`src/rtl/sample_arbiter.sv`:
```
// sample_arbiter: round-robin arbiter that moves one sample at a time from
// five acquisition queues (DIN, ADC0, ADC1, CADC0, CADC1) into the host write
// queue. Each sample becomes a tagged byte packet:
//   DIN     : header, data[7:0]
//   ADC/CADC: header, data[15:8], data[7:0]
// Header = {tag[2:0], low5}. low5 is a packet sequence counter when the
// SAMPLE_ARB_SEQ_EN macro is defined; otherwise it is 5'b00000.
module sample_arbiter #(
    parameter int unsigned ADC_W = 10
) (
    input  logic                 clk,
    input  logic                 rst_n,
    input  logic                 run,
    input  logic [4:0]           src_mask,
    input  logic [4:0]           src_empty,
    output logic [4:0]           src_pop,
    input  logic [7:0]           din_data,
    input  logic [4*ADC_W-1:0]   adc_data,
    input  logic                 wr_full,
    output logic                 wr_ld,
    output logic [7:0]           wr_data,
    output logic                 busy,
    output logic [2:0]           grant_tag
);

    typedef enum logic [1:0] {
        ST_IDLE,
        ST_HDR,
        ST_HI,
        ST_LO
    } state_t;

    state_t      r_state;
    logic [2:0]  r_last;
    logic [2:0]  r_tag;
    logic [15:0] r_buf;
`ifdef SAMPLE_ARB_SEQ_EN
    logic [4:0]  r_seq;
`endif

    logic [4:0]  w_req;
    logic        w_grant_vld;
    logic [2:0]  w_grant_idx;
    logic [2:0]  w_grant_tag;
    logic [15:0] w_head;

    assign w_req       = src_mask & ~src_empty;
    assign w_grant_tag = w_grant_idx + 3'd1;

    // Round-robin search: first requester after the last granted index.
    always_comb begin
        logic [2:0] v_idx;
        w_grant_vld = 1'b0;
        w_grant_idx = '0;
        v_idx       = '0;
        for (int unsigned k = 1; k <= 5; k++) begin
            v_idx = 3'((32'(r_last) + k) % 5);
            if (!w_grant_vld && w_req[v_idx]) begin
                w_grant_vld = 1'b1;
                w_grant_idx = v_idx;
            end
        end
    end

    // Head word of the selected source, zero-extended to the 16-bit buffer.
    always_comb begin
        w_head = '0;
        case (w_grant_idx)
            3'd0:    w_head = {8'h00, din_data};
            3'd1:    w_head = 16'(adc_data[0*ADC_W +: ADC_W]);
            3'd2:    w_head = 16'(adc_data[1*ADC_W +: ADC_W]);
            3'd3:    w_head = 16'(adc_data[2*ADC_W +: ADC_W]);
            3'd4:    w_head = 16'(adc_data[3*ADC_W +: ADC_W]);
            default: w_head = '0;
        endcase
    end

    // Packet FSM with registered outputs; each byte waits for wr_full low.
    always_ff @(posedge clk or negedge rst_n) begin
        if (!rst_n) begin
            r_state   <= ST_IDLE;
            r_last    <= 3'd4;
            r_tag     <= '0;
            r_buf     <= '0;
            src_pop   <= '0;
            wr_ld     <= 1'b0;
            wr_data   <= '0;
            busy      <= 1'b0;
            grant_tag <= '0;
`ifdef SAMPLE_ARB_SEQ_EN
            r_seq     <= '0;
`endif
        end else begin
            src_pop <= '0;
            wr_ld   <= 1'b0;
            case (r_state)
                ST_IDLE: begin
                    if (run && w_grant_vld) begin
                        src_pop   <= 5'(5'b00001 << w_grant_idx);
                        r_buf     <= w_head;
                        r_tag     <= w_grant_tag;
                        r_last    <= w_grant_idx;
                        grant_tag <= w_grant_tag;
                        busy      <= 1'b1;
                        r_state   <= ST_HDR;
                    end
                end
                ST_HDR: begin
                    if (!wr_full) begin
                        wr_ld   <= 1'b1;
`ifdef SAMPLE_ARB_SEQ_EN
                        wr_data <= {r_tag, r_seq};
                        r_seq   <= r_seq + 5'd1;
`else
                        wr_data <= {r_tag, 5'b00000};
`endif
                        r_state <= (r_tag == 3'd1) ? ST_LO : ST_HI;
                    end
                end
                ST_HI: begin
                    if (!wr_full) begin
                        wr_ld   <= 1'b1;
                        wr_data <= r_buf[15:8];
                        r_state <= ST_LO;
                    end
                end
                ST_LO: begin
                    if (!wr_full) begin
                        wr_ld     <= 1'b1;
                        wr_data   <= r_buf[7:0];
                        busy      <= 1'b0;
                        grant_tag <= '0;
                        r_state   <= ST_IDLE;
                    end
                end
                default: begin
                    busy      <= 1'b0;
                    grant_tag <= '0;
                    r_state   <= ST_IDLE;
                end
            endcase
        end
    end

endmodule

```
`config.mk`:
```
export PLATFORM = sky130hd
export DESIGN_NAME = sample_arbiter
export DESIGN_NICKNAME = d
export VERILOG_FILES = /design/src/rtl/sample_arbiter.sv
export SDC_FILE = /design/constraint.sdc
export NUM_CORES = 1
export LEC_CHECK = 0
export BUFFER_PORTS_ARGS = -buffer_cell sky130_fd_sc_hd__buf_2
export CAP_MARGIN = 20
export CORE_UTILIZATION = 43
export CTS_CLUSTER_DIAMETER = 30
export DETAILED_ROUTE_END_ITERATION = 10
export PLACE_DENSITY_LB_ADDON = 0.08
export SYNTH_ARGS = -nofsm -noshare
export SYNTH_HDL_FRONTEND = slang
export SYNTH_SLANG_ARGS = --single-unit
```
`constraint.sdc`:
```
create_clock -name clk -period 11.65 [get_ports clk]
set_input_delay 2.33 -clock clk [delete_from_list [all_inputs] [get_ports clk]]
set_output_delay 2.33 -clock clk [all_outputs]
set_load 0.01 [all_outputs]
```
==> results of run 1 <==
## cell type report
class | count | area (sq um)
clock buffer | 5 | 68.8
clock inverter | 3 | 18.8
fill | 992 | 4960
inverter | 27 | 101
multi-input combinational | 420 | 3190
sequential | 36 | 902
tap | 133 | 166
timing repair buffer | 81 | 410
## layer usage
layer,track usage,vias to the layer above
li1,-,2108
met1,0.355,2124
met2,0.363,160
met3,0.0264,15
met4,0.0542,0
met5,0,-
## cells in the final DEF (no fill, tap or decap), types with 4 or more instances in the layout
cell type / synthesis / routed
sky130_fd_sc_hd__dfrtp_1: 35 / 35
sky130_fd_sc_hd__a31oi_1: 4 / 4
sky130_fd_sc_hd__o31ai_1: 4 / 4
sky130_fd_sc_hd__a22o_1: 9 / 9
sky130_fd_sc_hd__a22oi_1: 11 / 11
sky130_fd_sc_hd__buf_2: 13 / 79
sky130_fd_sc_hd__ha_1: 33 / 33
sky130_fd_sc_hd__a221oi_2: 7 / 7
sky130_fd_sc_hd__xnor2_1: 7 / 7
sky130_fd_sc_hd__and2_1: 7 / 7
sky130_fd_sc_hd__nand2_1: 48 / 48
sky130_fd_sc_hd__o2111a_1: 5 / 5
sky130_fd_sc_hd__o211a_1: 7 / 7
sky130_fd_sc_hd__mux2_2: 12 / 12
sky130_fd_sc_hd__nor2_1: 33 / 33
sky130_fd_sc_hd__o211ai_1: 7 / 7
sky130_fd_sc_hd__nand2b_1: 7 / 7
sky130_fd_sc_hd__inv_1: 22 / 22
sky130_fd_sc_hd__a222oi_1: 17 / 17
sky130_fd_sc_hd__nor2b_1: 12 / 12
sky130_fd_sc_hd__nand3_1: 8 / 8
sky130_fd_sc_hd__a21oi_1: 29 / 29
sky130_fd_sc_hd__a31o_2: 5 / 5
sky130_fd_sc_hd__clkbuf_8: 0 / 5
sky130_fd_sc_hd__a21o_1: 7 / 7
sky130_fd_sc_hd__or3_1: 5 / 5
sky130_fd_sc_hd__a211oi_1: 11 / 11
sky130_fd_sc_hd__o21ai_0: 23 / 23
sky130_fd_sc_hd__o22ai_1: 5 / 5
sky130_fd_sc_hd__nor3_1: 16 / 16
sky130_fd_sc_hd__mux2i_1: 8 / 8
## final timing paths
path / slack (ns) / cells after the start / endpoint
min reg2reg: 0.49 / 1 / busy
max reg2reg: 4.59 / 21 / r_buf[5]
max in group asynchronous: 9.01 / 1 / r_buf[2]
min: 0.49 / 1 / busy
min in group asynchronous: 2.13 / 1 / src_pop[2]
max: 4.48 / 16 / r_buf[5]
## cells by family after synthesis
logic type                 share of synthesized area
AOI/OAI and AO/OA                              0.356
and+or+nand+nor                                0.196
buffers and inverters                         0.0630
DFF                                            0.206
adders and majority gates                     0.0945
muxes                                         0.0595
xor gates and xnor gates                      0.0241
## state kept, by name, indices dropped and copies added, names as in the netlist
| signal | count |
|---|---|
| wr_data | 8 |
| src_pop | 5 |
| r_state | 2 |
| r_buf | 10 |
| wr_ld | 1 |
| grant_tag | 3 |
| busy | 1 |
| r_last | 3 |
| r_tag | 3 |
## per-stage QoR
stage | util | area (sq um) | setup slack [ns] | cells
finish | 0.495 | 4860 | 4.48 | 705
CTS | 0.495 | 4860 | 4.47 | 705
detailed placement | 0.486 | 4770 | 4.23 | 697
global route | 0.495 | 4860 | 3.94 | 705
global placement | 0.486 | 4770 | 4.26 | 697
floorplan | - | 4370 | 5.70 | 516
## worst max-delay path, delay by kind of cell
family          cells  cell delay [ns]
mux                 1             0.16
compound gates      6             1.65
simple gates        6             1.96
buf+inv             2             0.37
fa+ha+maj           1             0.88
==> results.md, run 1 <==
- The run finished with clean final reports.
- The routed length on met2 is 5.74 mm.
- The post-detailed-placement half-perimeter wirelength is 9.51 mm.
- The top flip-flop cell by instance count after synthesis is sky130_fd_sc_hd__dfrtp_1.
- The share of the yosys chip area belonging to registers is 0.206.
- The via count of the first global-routing pass is a little under 4000.
- The count of input and output buffers is between 70 and 80.
- By count the netlist is led by sky130_fd_sc_hd__nand2_1, sky130_fd_sc_hd__dfrtp_1, sky130_fd_sc_hd__ha_1, sky130_fd_sc_hd__nor2_1, sky130_fd_sc_hd__a21oi_1.
- The later pin in the worst-skew pair is clocked with a latency of 0.29 ns.
- Compared with the post-synthesis result, the final layout area differs by 11.2%.
- In this run the post-CTS setup repair buffer count came out at 0.
- At the pin with the least slew margin, the transition time is 0.905 ns.
- The die covers 0.0106 sq mm.
- The net count of the mapped netlist is 611.
- After clock tree synthesis, the clock-pin slew on the worst setup and hold paths is 0.08 ns.
- The critical path launch point type is an input pin.
- The launch instance of the worst min-delay path is busy.
- The detail route stage leaves a number of antenna-violating nets equal to 0.
- The number of clock buffers added by TritonCTS is 5.
- The top layer reached by signal wires is met4.
- The yosys synthesis warning count is 0.
- The CTS H-tree depth is 2.
- The largest total area in the synthesized netlist belongs to sky130_fd_sc_hd__dfrtp_1.
- The routed layout has between 4000 and 5000 vias.
- The setup skew after layout is 0.00169 ns.
- The final-layout worst hold slack is 0.488 ns.
- The maximum number of pins on one net before global-route repair is 39.
- The fmax is around 140 MHz.
- The buffer cell driving the clock tree root is sky130_fd_sc_hd__clkbuf_8.
- In the final layout, the share of cells above drive strength 1 is 0.241.
- The floorplan has 36 rows.
- After detailed routing, the average wire length per cell comes to 17.9 um.
- The final hold violation count is 0.
- For the finished layout, the period the worst path requires is between 7 and 8 ns.
- The maximum count of clock buffers along a single path is 2.
- Setup violations remaining at the end of the flow were counted as 0.
- By area the synthesized netlist is led by sky130_fd_sc_hd__dfrtp_1, sky130_fd_sc_hd__ha_1, sky130_fd_sc_hd__nand2_1, sky130_fd_sc_hd__a222oi_1, sky130_fd_sc_hd__a21oi_1.
- The worst register-to-register path begins at r_last[0].
- Summed over all layers, the global routing overflow is 0.
- Pin placement for this block handled 80 I/O pins.
- The clock drives 36 sinks.
- The most numerous cell type found on the critical path is sky130_fd_sc_hd__nor2_1.
- The wire length the detailed router placed on met1 is 6.14 mm.
- The worst setup path startpoint is src_empty[0].
- The required time at the endpoint of the critical path is 11.85 ns.
- The cell with the largest stage delay on the worst path is sky130_fd_sc_hd__ha_1.
- The initial antenna violation count is 0.
- Setup repair after global routing left no endpoint under its margin.
- Synthesis produced a netlist whose cell count is 516.
- Using the TritonRoute via totals, the vias-per-cell ratio works out to 6.25.
- Along the worst path, the maximum fanout reaches 24.
- The routed design uses 622 um of met3 wire.
- For this design, the CTS-stage hold fixing added 0 buffers.
- After synthesis the netlist holds a flip-flop and latch count of 36.
- Counting flops with a built-in enable in the synthesized netlist gives 0.
- The total length of routed wires is 12.6 mm.
- The share of synthesized area in the top cell type comes to 0.200.
- The detailed router finished its first iteration with ~420 violations.
- The synthesized netlist occupies a cell area of 0.00437 sq mm.
- The worst pin sits at a relative slew slack of 0.397.
- The netlist uses 82 different library cells.
- The average footprint of a synthesized cell is 8.47 sq um.
- The most frequently used cell type in the post-synthesis netlist is sky130_fd_sc_hd__nand2_1.
- The final max-slew violation count is 0.
- TritonCTS built the clock tree.
- Max-cap violations in this run came to 0.
- The antenna diode count is 0.
- The worst endpoint data arrival time is 7.37 ns.
- The core region is just under 0.01 sq mm.
- In this design, the stage delay of the slowest critical-path cell is 0.88 ns.
- The final period utilization is 0.615.
- The first global-routing pass estimated 19.5 mm of wire.
- The remaining routing DRC violations is 0.
- The total routing resource utilization after global routing is 0.237.
- The critical path in this run is classified as input pin to register.
- The critical path goes through buf_2 -> nor2b_1 -> mux2i_1 -> o211ai_1 -> a211oi_1 -> o41ai_1 -> a2111oi_4 -> nand4_4 -> nor2_1 -> nor3_1 -> ha_1 -> inv_1 -> nor2_1 -> nand2_1 -> a31o_2 -> a22oi_1.
- The post-cts repair resize count is 0.
- The setup total negative slack is 0 ns.
- For this configuration, the core starts out at a cell density of 0.445.
- The first-pass iteration count of the detailed router is 6.
- At the end of routability-driven placement, the weighted congestion stood at a little under 0.9.
- The endpoint kind of the worst setup timing path is a register.
- The share of flip-flops with an asynchronous set or reset is 1.00.
- Measured along the y axis, the die boundary spans 103 um.
- The die is just over 100 um wide.
- The final net count is 666.
- The tightest min-delay check is of the register to register type.
Power of run 1 is not shown: default switching activity piles up to over one toggle a cycle in this logic, so the estimate is an artifact.
==> run 2: changes to the inputs <==
==> constraint.sdc (replaced) <==
create_clock -name clk -period 6.6 [get_ports clk]
set_input_delay 1.32 -clock clk [delete_from_list [all_inputs] [get_ports clk]]
set_output_delay 1.32 -clock clk [all_outputs]
set_load 0.01 [all_outputs]
==> run 2 against run 1 <==
Net effect:
- routed wire length is 3.1% higher
- count of clock-buffer cells in the layout unchanged
- cell area rose by 2.2%
- critical path depth increased by 2
- via count increased by 0.82%
- sequential share of layout area decreased by 0.39 points
- largest cell class unchanged
==> results.md, run 2 (same netlist as run 1, synthesis figures left out) <==
- The kind of path behind the tightest hold check is register to register.
- For this run, the total global-route usage over all layers was measured as 0.248.
- The H-tree was split into 2 levels.
- For this run, global-route usage on met1 was measured as 0.357.
- The endpoint identified for the worst register-to-register timing path is r_buf[1].
- The flow ran to the end, and the final reports show no timing, DRC or antenna violations.
- The CTS tree is yes.
- In this design, the critical path's most frequently occurring cell is sky130_fd_sc_hd__buf_4.
- The endpoint of the worst hold path is grant_tag[2].
- The global-route congestion overflow total is 0.
- Counting instances, the worst hold path has a depth of 1.
- Entering global routing, the biggest net connects 38 pins.
- The final hold violation count came to 0.
- The worst path buffer plus inverter count is 4.
- The met3 capacity usage during global routing is 0.0414.
- Along the worst path, the maximum fanout reaches 15.
- The number of clock sinks seen by CTS is 36.
- The final number of setup-violating endpoints is 0.
- STA classifies the critical path endpoint as a register.
- The largest registers in the layout are r_buf x10, wr_data x8, src_pop x5.
- The slowest stage of the critical path is the sky130_fd_sc_hd__o31ai_4 cell.
- The startpoint of the most critical register-to-register path is r_last[1].
- The initial antenna violation count is 0.
- From bottom edge to top edge, the die measures 103 um.
- Relative to the synthesized area, the layout overhead comes to 13.6%.
- The initial standard-cell utilization of the core is 0.445.
- The clock transition at the register clock pins on the worst setup and hold paths after CTS is 0.08 ns.
- The register with the most flip-flops in the layout has 10 of them.
- The number of buffers added for setup after CTS is 0.
- The first global-routing pass estimated about 20 mm of wire.
- Clock tree synthesis inserted a total of 5 buffers.
- Based on the critical path, the design can be clocked at up to between 150 and 200 MHz.
- The core region is 0.00982 sq mm.
- Once detailed placement completed, the half-perimeter wirelength came to 9.85 mm.
- The worst path in the final design needs a cycle of 5.99 ns, including I/O delays and setup.
- The startpoint identified for the worst hold timing path is grant_tag[2].
- The pre-antenna-repair detailed-routing pass consisted of 7 iterations.
- On the final layout, the worst clock skew is 0.00623 ns.
- The cell family contributing the most delay on the critical path is compound AO/OA/AOI/OAI gates.
- After filler insertion, the fill cell instance count of the layout stands at about 990.
- From left edge to right edge, the die measures a little over 100 um.
- The global routing usage on met2 is 0.391.
- In this run the most used layer during global routing was met2.
- Once detail routing completed, the nets flagged for antenna violations numbered 0.
- The count of buffers added on input and output ports is 79.
- The congestion estimate from routability-driven global placement came to between 0.9 and 1.
- For this run, the post-layout net count is 678.
- The critical path in this run is classified as register to register.
- The via count of the first global-routing pass came to 4099.
- The critical path goes through inv_1 -> ha_1 -> buf_4 -> ha_1 -> or3b_1 -> o22ai_1 -> or2_0 -> a222oi_1 -> o221a_2 -> a2111oi_4 -> buf_4 -> nand2_1 -> a2111oi_0 -> nor3_1 -> ha_2 -> buf_4 -> o31ai_4 -> a22oi_1.
- The total via count in the routed design is 4443.
- The average vias per placed instance is 6.20.
- After detailed routing, the number of remaining DRC violations is 0.
- In this run the deepest clock path goes through 2 buffers.
- The worst endpoint data arrival time is 6.13 ns.
- The transition time at the pin with the least slew margin is 1.01 ns.
- The critical path runs through a total of 18 cells.
- The final max-slew violation count is 0.
- At the later pin of the worst-skew pair, clock insertion delay measures ~0.29 ns.
- The total length of routed wires is 13.0 mm.
- The required time at the endpoint of the critical path is around 6.7 ns.
- Dividing the final minimum period by the clock period gives 0.908.
- The first routing iteration left ~360 violations.
- Setup repair after global routing left no endpoint under its margin.
- More flip-flops sit in one register than any other, and that register is r_buf.
- Across all register-to-register paths, the minimum setup slack is 0.61 ns.
- The per-cell routed wire length is 18.1 um.
- The floorplan step defined a die boundary enclosing 0.0106 sq mm.
- The critical path starts at r_last[1].
- In this run the clock root is driven by a sky130_fd_sc_hd__clkbuf_8.
- The hold-fix buffer count after cts is 0.
- In the layout the commonest cells are sky130_fd_sc_hd__buf_2, sky130_fd_sc_hd__nand2_1, sky130_fd_sc_hd__dfrtp_1, sky130_fd_sc_hd__nor2_1, sky130_fd_sc_hd__ha_1.
- The most common cell after layout, fill and taps aside is sky130_fd_sc_hd__buf_2.
- The worst setup path is launched from a register.
- The reported max-cap violation count is 0.
- The fraction of layout cells with a size suffix above 1 is 0.264.
- Row generation in the floorplan step produced 36 rows.
- The highest cell delay on the worst timing path is 0.61 ns.
- The worst pin sits at a relative slew slack of 0.328.
- The I/O pin total is 80.
- The number of antenna diodes in the final layout is 0.
- The number of cell instances on the worst register-to-register path is 18.
- Adding up every negative setup slack in the final design gives 0 ns.
-- run 2: changes by cell type in the layout (fill, tap and decap cells not counted), sizes merged --
cell  before  now
buf       81   93
-- run 2: layer usage --
| layer | part of all wire | wire [um] | up-vias |
|---|---|---|---|
| met5 | 0 | 0 | - |
| met4 | 0.011 | 141 | 0 |
| met3 | 0.056 | 733 | 18 |
| met2 | 0.46 | 5970 | 154 |
| met1 | 0.47 | 6150 | 2141 |
| li1 | - | - | 2130 |
-- run 2: worst register-to-register path: cells and delay by family (launching register included) --
kind                     cells  cell delay [ns]
buffers and inverters        4             0.90
adder cells (fa/ha/maj)      3             0.98
flip-flops                   1             0.58
AO/OA/AOI/OAI                7             2.33
AND/OR/NAND/NOR              4             1.05
-- run 2: area by class of cell --
type | count | area [sq um] | share of cell area
multi-input cells | 420 | 3210 | 0.646
flip-flops and latches | 36 | 902 | 0.182
repair buffers | 93 | 500 | 0.101
well taps | 133 | 166 | 0.0335
inverters | 27 | 101 | 0.0204
clock buffers | 5 | 68.8 | 0.0139
clock inverters | 3 | 18.8 | 0.00378
-- run 2: timing repair --
action / 4_1_cts / 5_1_grt
endpoints found under the hold margin: 0 / 0
endpoints found under the setup margin: 0 / 10
resized for setup: 0 / 4
-- run 2: through the flow --
stage / worst slack (ns) / util / area [sq um] / hold WS [ns] / std cells
2_1_floorplan: 0.986 / - / 4370 / 0.464 / 516
3_3_place_gp: 0.468 / 0.495 / 4860 / 0.469 / 709
3_5_place_dp: 0.339 / 0.495 / 4860 / 0.465 / 709
4_1_cts: 0.295 / 0.504 / 4950 / 0.484 / 717
5_1_grt: 0.0686 / 0.506 / 4970 / 0.507 / 717
6_report: 0.610 / 0.506 / 4970 / 0.481 / 717
-- run 2: worst max-delay path by stage --
stage               end
2_1_floorplan  r_buf[1]
3_3_place_gp   r_buf[3]
3_5_place_dp   r_buf[5]
4_1_cts        r_buf[1]
5_1_grt        r_buf[4]
6_report       r_buf[1]
Power of run 2 is left out for the same reason.
==> run 3: changes to the inputs <==
--- a/config.mk
+++ b/config.mk
@@ -5,7 +5,8 @@
 export SDC_FILE = /design/constraint.sdc
 export NUM_CORES = 1
 export LEC_CHECK = 0
-export BUFFER_PORTS_ARGS = -buffer_cell sky130_fd_sc_hd__buf_2
+export ABC_AREA = 1
+export BUFFER_PORTS_ARGS = -buffer_cell sky130_fd_sc_hd__clkbuf_2
 export CAP_MARGIN = 20
 export CORE_UTILIZATION = 43
 export CTS_CLUSTER_DIAMETER = 30
==> run 3 against run 2 <==
Net effect:
- sequential cell count did not move
- first-iteration DRC count fell by 58%
- maximum frequency grew 18%
- hold slack lost 0.0017 ns
- largest cell class unchanged
- synthesized cell count up 4.3%
==> results.md, run 3 <==
- Routability-driven placement finished with a final weighted congestion of 0.924.
- The post-cts repair resize count is 0.
- The number of flip-flops under the largest register name is 10.
- The critical path in this run is classified as register to register.
- The detailed router placed 3646 vias in this run.
- The number of cells on the worst reg-to-reg path is 26.
- Global routing finished with a remaining overflow of 0.
- The run finished with clean final reports.
- Of the cells placed in the final design, the portion with a size suffix greater than 1 is 0.245.
- The area of the mapped netlist is 0.00373 sq mm.
- STA puts the critical path data required time at ~6.8 ns.
- The share of flip-flops with an asynchronous set or reset is 1.00.
- The yosys synthesis warning count is 0.
- The register bit count reported by yosys is 36.
- The die covers slightly above 0.009 sq mm.
- The per-cell routed wire length is about 13 um.
- The post-detailed-placement half-perimeter wirelength is 7.55 mm.
- The number of antenna diodes in the final layout is 0.
- The count of filler cells inserted in the layout is 823.
- The via count of the first global-routing pass is 3289.
- Dividing the final minimum period by the clock period gives 0.772.
- The area growth from synthesis to layout is 13.7%.
- The gate count of the mapped netlist is 538.
- Across the routed clock network, the largest skew measured is around 0.0046 ns.
- In the final layout, the registers with the most flip-flops are r_buf x10, wr_data x8, src_pop x5.
- Setup violations remaining at the end of the flow were counted as 0.
- Setup repair after global routing left no endpoint under its margin.
- Of the post-synthesis cell area, the dominant cell type holds 0.235.
- The total routing resource utilization after global routing is 0.218.
- The core outline area is 0.00830 sq mm.
- The initial standard-cell utilization of the core is 0.449.
- The final hold violation count is 0.
- In the post-synthesis netlist, the biggest area contributors are sky130_fd_sc_hd__dfrtp_1, sky130_fd_sc_hd__nand2_1, sky130_fd_sc_hd__ha_1, sky130_fd_sc_hd__nand3_1, sky130_fd_sc_hd__nand4_1.
- In the routed design, unresolved DRC markers number 0.
- The hold-fix buffer count after cts is 0.
- The tool flagged a number of max-cap violations equal to 0.
- The buffer cell driving the clock tree root is sky130_fd_sc_hd__clkbuf_8.
- The I/O pin total is 80.
- The remaining antenna violation count after routing is 0.
- The source-to-sink clock delay at the later pin of the worst-skew pair is 0.29 ns.
- The first-pass iteration count of the detailed router is 5.
- In this run, CTS created clock tree buffers numbering 5.
- The CTS H-tree depth is 2.
- Derived from the worst setup path, the maximum achievable clock frequency is 196 MHz.
- The top cell types in the final layout, fill and taps aside, are sky130_fd_sc_hd__nand2_1, sky130_fd_sc_hd__clkbuf_2, sky130_fd_sc_hd__nand3_1, sky130_fd_sc_hd__inv_1, sky130_fd_sc_hd__dfrtp_1.
- The iteration-0 DRC count of the detailed router is 151.
- The number of enable-type register cells in the synthesized netlist is 0.
- For the worst setup path, the data arrival time is 5.27 ns.
- The most critical setup path has its endpoint at r_buf[6].
- The worst setup path startpoint is r_last[1].
- The number of buffers added for setup after CTS is 0.
- Input and output buffers added on the ports amount to 79.
- After routing, the total negative slack on setup checks comes to 0 ns.
- The most common cell after layout, fill and taps aside is sky130_fd_sc_hd__nand2_1.
- The floorplan row count is 33.
- At the pin with the least slew margin, the transition time is 0.891 ns.
- The endpoint of the worst-slack reg-to-reg timing path is r_buf[6].
- Entering global routing, the biggest net connects 37 pins.
- The top flip-flop cell by instance count after synthesis is sky130_fd_sc_hd__dfrtp_1.
- Dividing the detail-routed via count by the number of cells gives about 5.
- The wire length of the first global-routing pass is 15.5 mm.
- The register name with the most flops is r_buf.
- For flop-to-flop paths, the worst setup slack is 1.50 ns.
- The net count of the finished layout is 701.
- The minimum clock period after layout is just over 5 ns.
- The average footprint of a synthesized cell is 6.93 sq um.
- The library cell with the largest summed area after synthesis is sky130_fd_sc_hd__dfrtp_1.
- The worst setup path is launched from a register.
- The initial antenna violation count came to 0.
- The die boundary height is 95.1 um.
- The worst slew margin relative to its limit is 0.406.
- The worst register-to-register path begins at r_last[1].
- Clock-pin slew was measured on the worst setup and hold paths at 0.07 ns.
- The number of clock sinks seen by CTS is 36.
- The share of the yosys chip area belonging to registers is 0.242.
- TritonCTS built the clock tree.
- Measured along the x axis, the die boundary spans approximately 95 um.
- STA classifies the critical path endpoint as a register.
- The clock passes through at most 2 buffers.
- Yosys instantiated no cell more often than sky130_fd_sc_hd__nand2_1.
- Counting every net in the synthesized netlist gives 633.
- The number of distinct library cell variants in the gate-level netlist after synthesis is 40.
- The final max-slew violation count is 0.
- The kind of path behind the tightest hold check is register to register.
- The total length of routed wires is 9.44 mm.
- Ranked by instance count, the synthesized netlist is headed by sky130_fd_sc_hd__nand2_1, sky130_fd_sc_hd__nand3_1, sky130_fd_sc_hd__inv_1.
- In this run the worst path has a maximum fanout of 12.
[run 3: changes by cell type in the layout (fill, tap and decap cells not counted), moves of 12 or more]
cell,before,now
sky130_fd_sc_hd__a21oi_1,29,4
sky130_fd_sc_hd__a222oi_1,17,0
sky130_fd_sc_hd__buf_2,79,0
sky130_fd_sc_hd__buf_4,14,1
sky130_fd_sc_hd__clkbuf_2,0,79
sky130_fd_sc_hd__inv_1,22,48
sky130_fd_sc_hd__mux2_2,12,0
sky130_fd_sc_hd__nand2_1,48,161
sky130_fd_sc_hd__nand2_2,0,20
sky130_fd_sc_hd__nand3_1,8,50
sky130_fd_sc_hd__nand4_1,3,34
sky130_fd_sc_hd__nor2b_1,12,0
sky130_fd_sc_hd__nor3_1,16,2
sky130_fd_sc_hd__o21ai_1,2,17
[run 3: worst min path at each step]
stage                         from        to  cells past startpoint
after detailed placement  r_buf[9]  r_buf[9]                      2
after floorplan           r_buf[0]  r_buf[0]                      2
after global placement        busy      busy                      2
final                         busy      busy                      2
after CTS                 r_buf[9]  r_buf[9]                      2
after global routing      r_buf[9]  r_buf[9]                      2
[run 3: final cells by class]
cell class	instances	area (sq um)	share of cell area
inverters	56	215	0.0508
repair buffers	80	403	0.0950
well taps	105	131	0.0310
clock buffers	8	80.1	0.0189
flip-flops and latches	36	902	0.213
multi-input cells	427	2510	0.592
[run 3: kinds of logic (layout without fill, tap and decap cells)]
kind of cell | count (synthesis) | count (layout) | share of synthesized area
xor gates and xnor gates | 6 | 6 | 0.0141
DFF | 36 | 36 | 0.242
and+or+nand+nor | 325 | 325 | 0.437
buffers and inverters | 75 | 144 | 0.0855
adders and majority gates | 33 | 33 | 0.111
AOI/OAI and AO/OA | 63 | 63 | 0.111
[run 3: through the flow]
step / setup WS (ns) / instances / instance area [sq um] / hold slack [ns] / util
2_1_floorplan: 2.31 / 538 / 3730 / 0.449 / -
3_3_place_gp: 1.58 / 704 / 4160 / 0.459 / 0.501
3_5_place_dp: 1.55 / 704 / 4160 / 0.465 / 0.501
4_1_cts: 1.52 / 712 / 4240 / 0.483 / 0.511
5_1_grt: 0.939 / 712 / 4240 / 0.503 / 0.511
6_report: 1.50 / 712 / 4240 / 0.479 / 0.511
[run 3: worst max-delay path, stage by stage (launching register included)]
cell and delay (ns):
sky130_fd_sc_hd__dfrtp_1 0.50, sky130_fd_sc_hd__inv_1 0.25, sky130_fd_sc_hd__ha_1 0.42, sky130_fd_sc_hd__nand2_1 0.10, sky130_fd_sc_hd__nand3_2 0.10, sky130_fd_sc_hd__xor2_1 0.15, sky130_fd_sc_hd__inv_1 0.11, sky130_fd_sc_hd__ha_1 0.20
sky130_fd_sc_hd__inv_1 0.07, sky130_fd_sc_hd__or2_1 0.21, sky130_fd_sc_hd__nand3_2 0.10, sky130_fd_sc_hd__nand2_4 0.07, sky130_fd_sc_hd__o21ai_1 0.24, sky130_fd_sc_hd__nand3_1 0.13, sky130_fd_sc_hd__nand3_1 0.11, sky130_fd_sc_hd__nand2_2 0.08
sky130_fd_sc_hd__a21oi_4 0.20, sky130_fd_sc_hd__nand2_4 0.07, sky130_fd_sc_hd__nor2_4 0.13, sky130_fd_sc_hd__nand3_1 0.13, sky130_fd_sc_hd__o21ai_1 0.30, sky130_fd_sc_hd__inv_1 0.14, sky130_fd_sc_hd__ha_1 0.41, sky130_fd_sc_hd__nor3_1 0.36
sky130_fd_sc_hd__o21ai_4 0.16, sky130_fd_sc_hd__o21ai_1 0.16, sky130_fd_sc_hd__nand2_1 0.07
[run 3: layer usage]
metal  track usage  vias up  wire [um]
li1              -     1922          -
met1         0.326     1624       4980
met2         0.327       88       3940
met3        0.0311       12        408
met4        0.0530        0        118
met5             0        -          0
Power of run 3 is left out for the same reason.
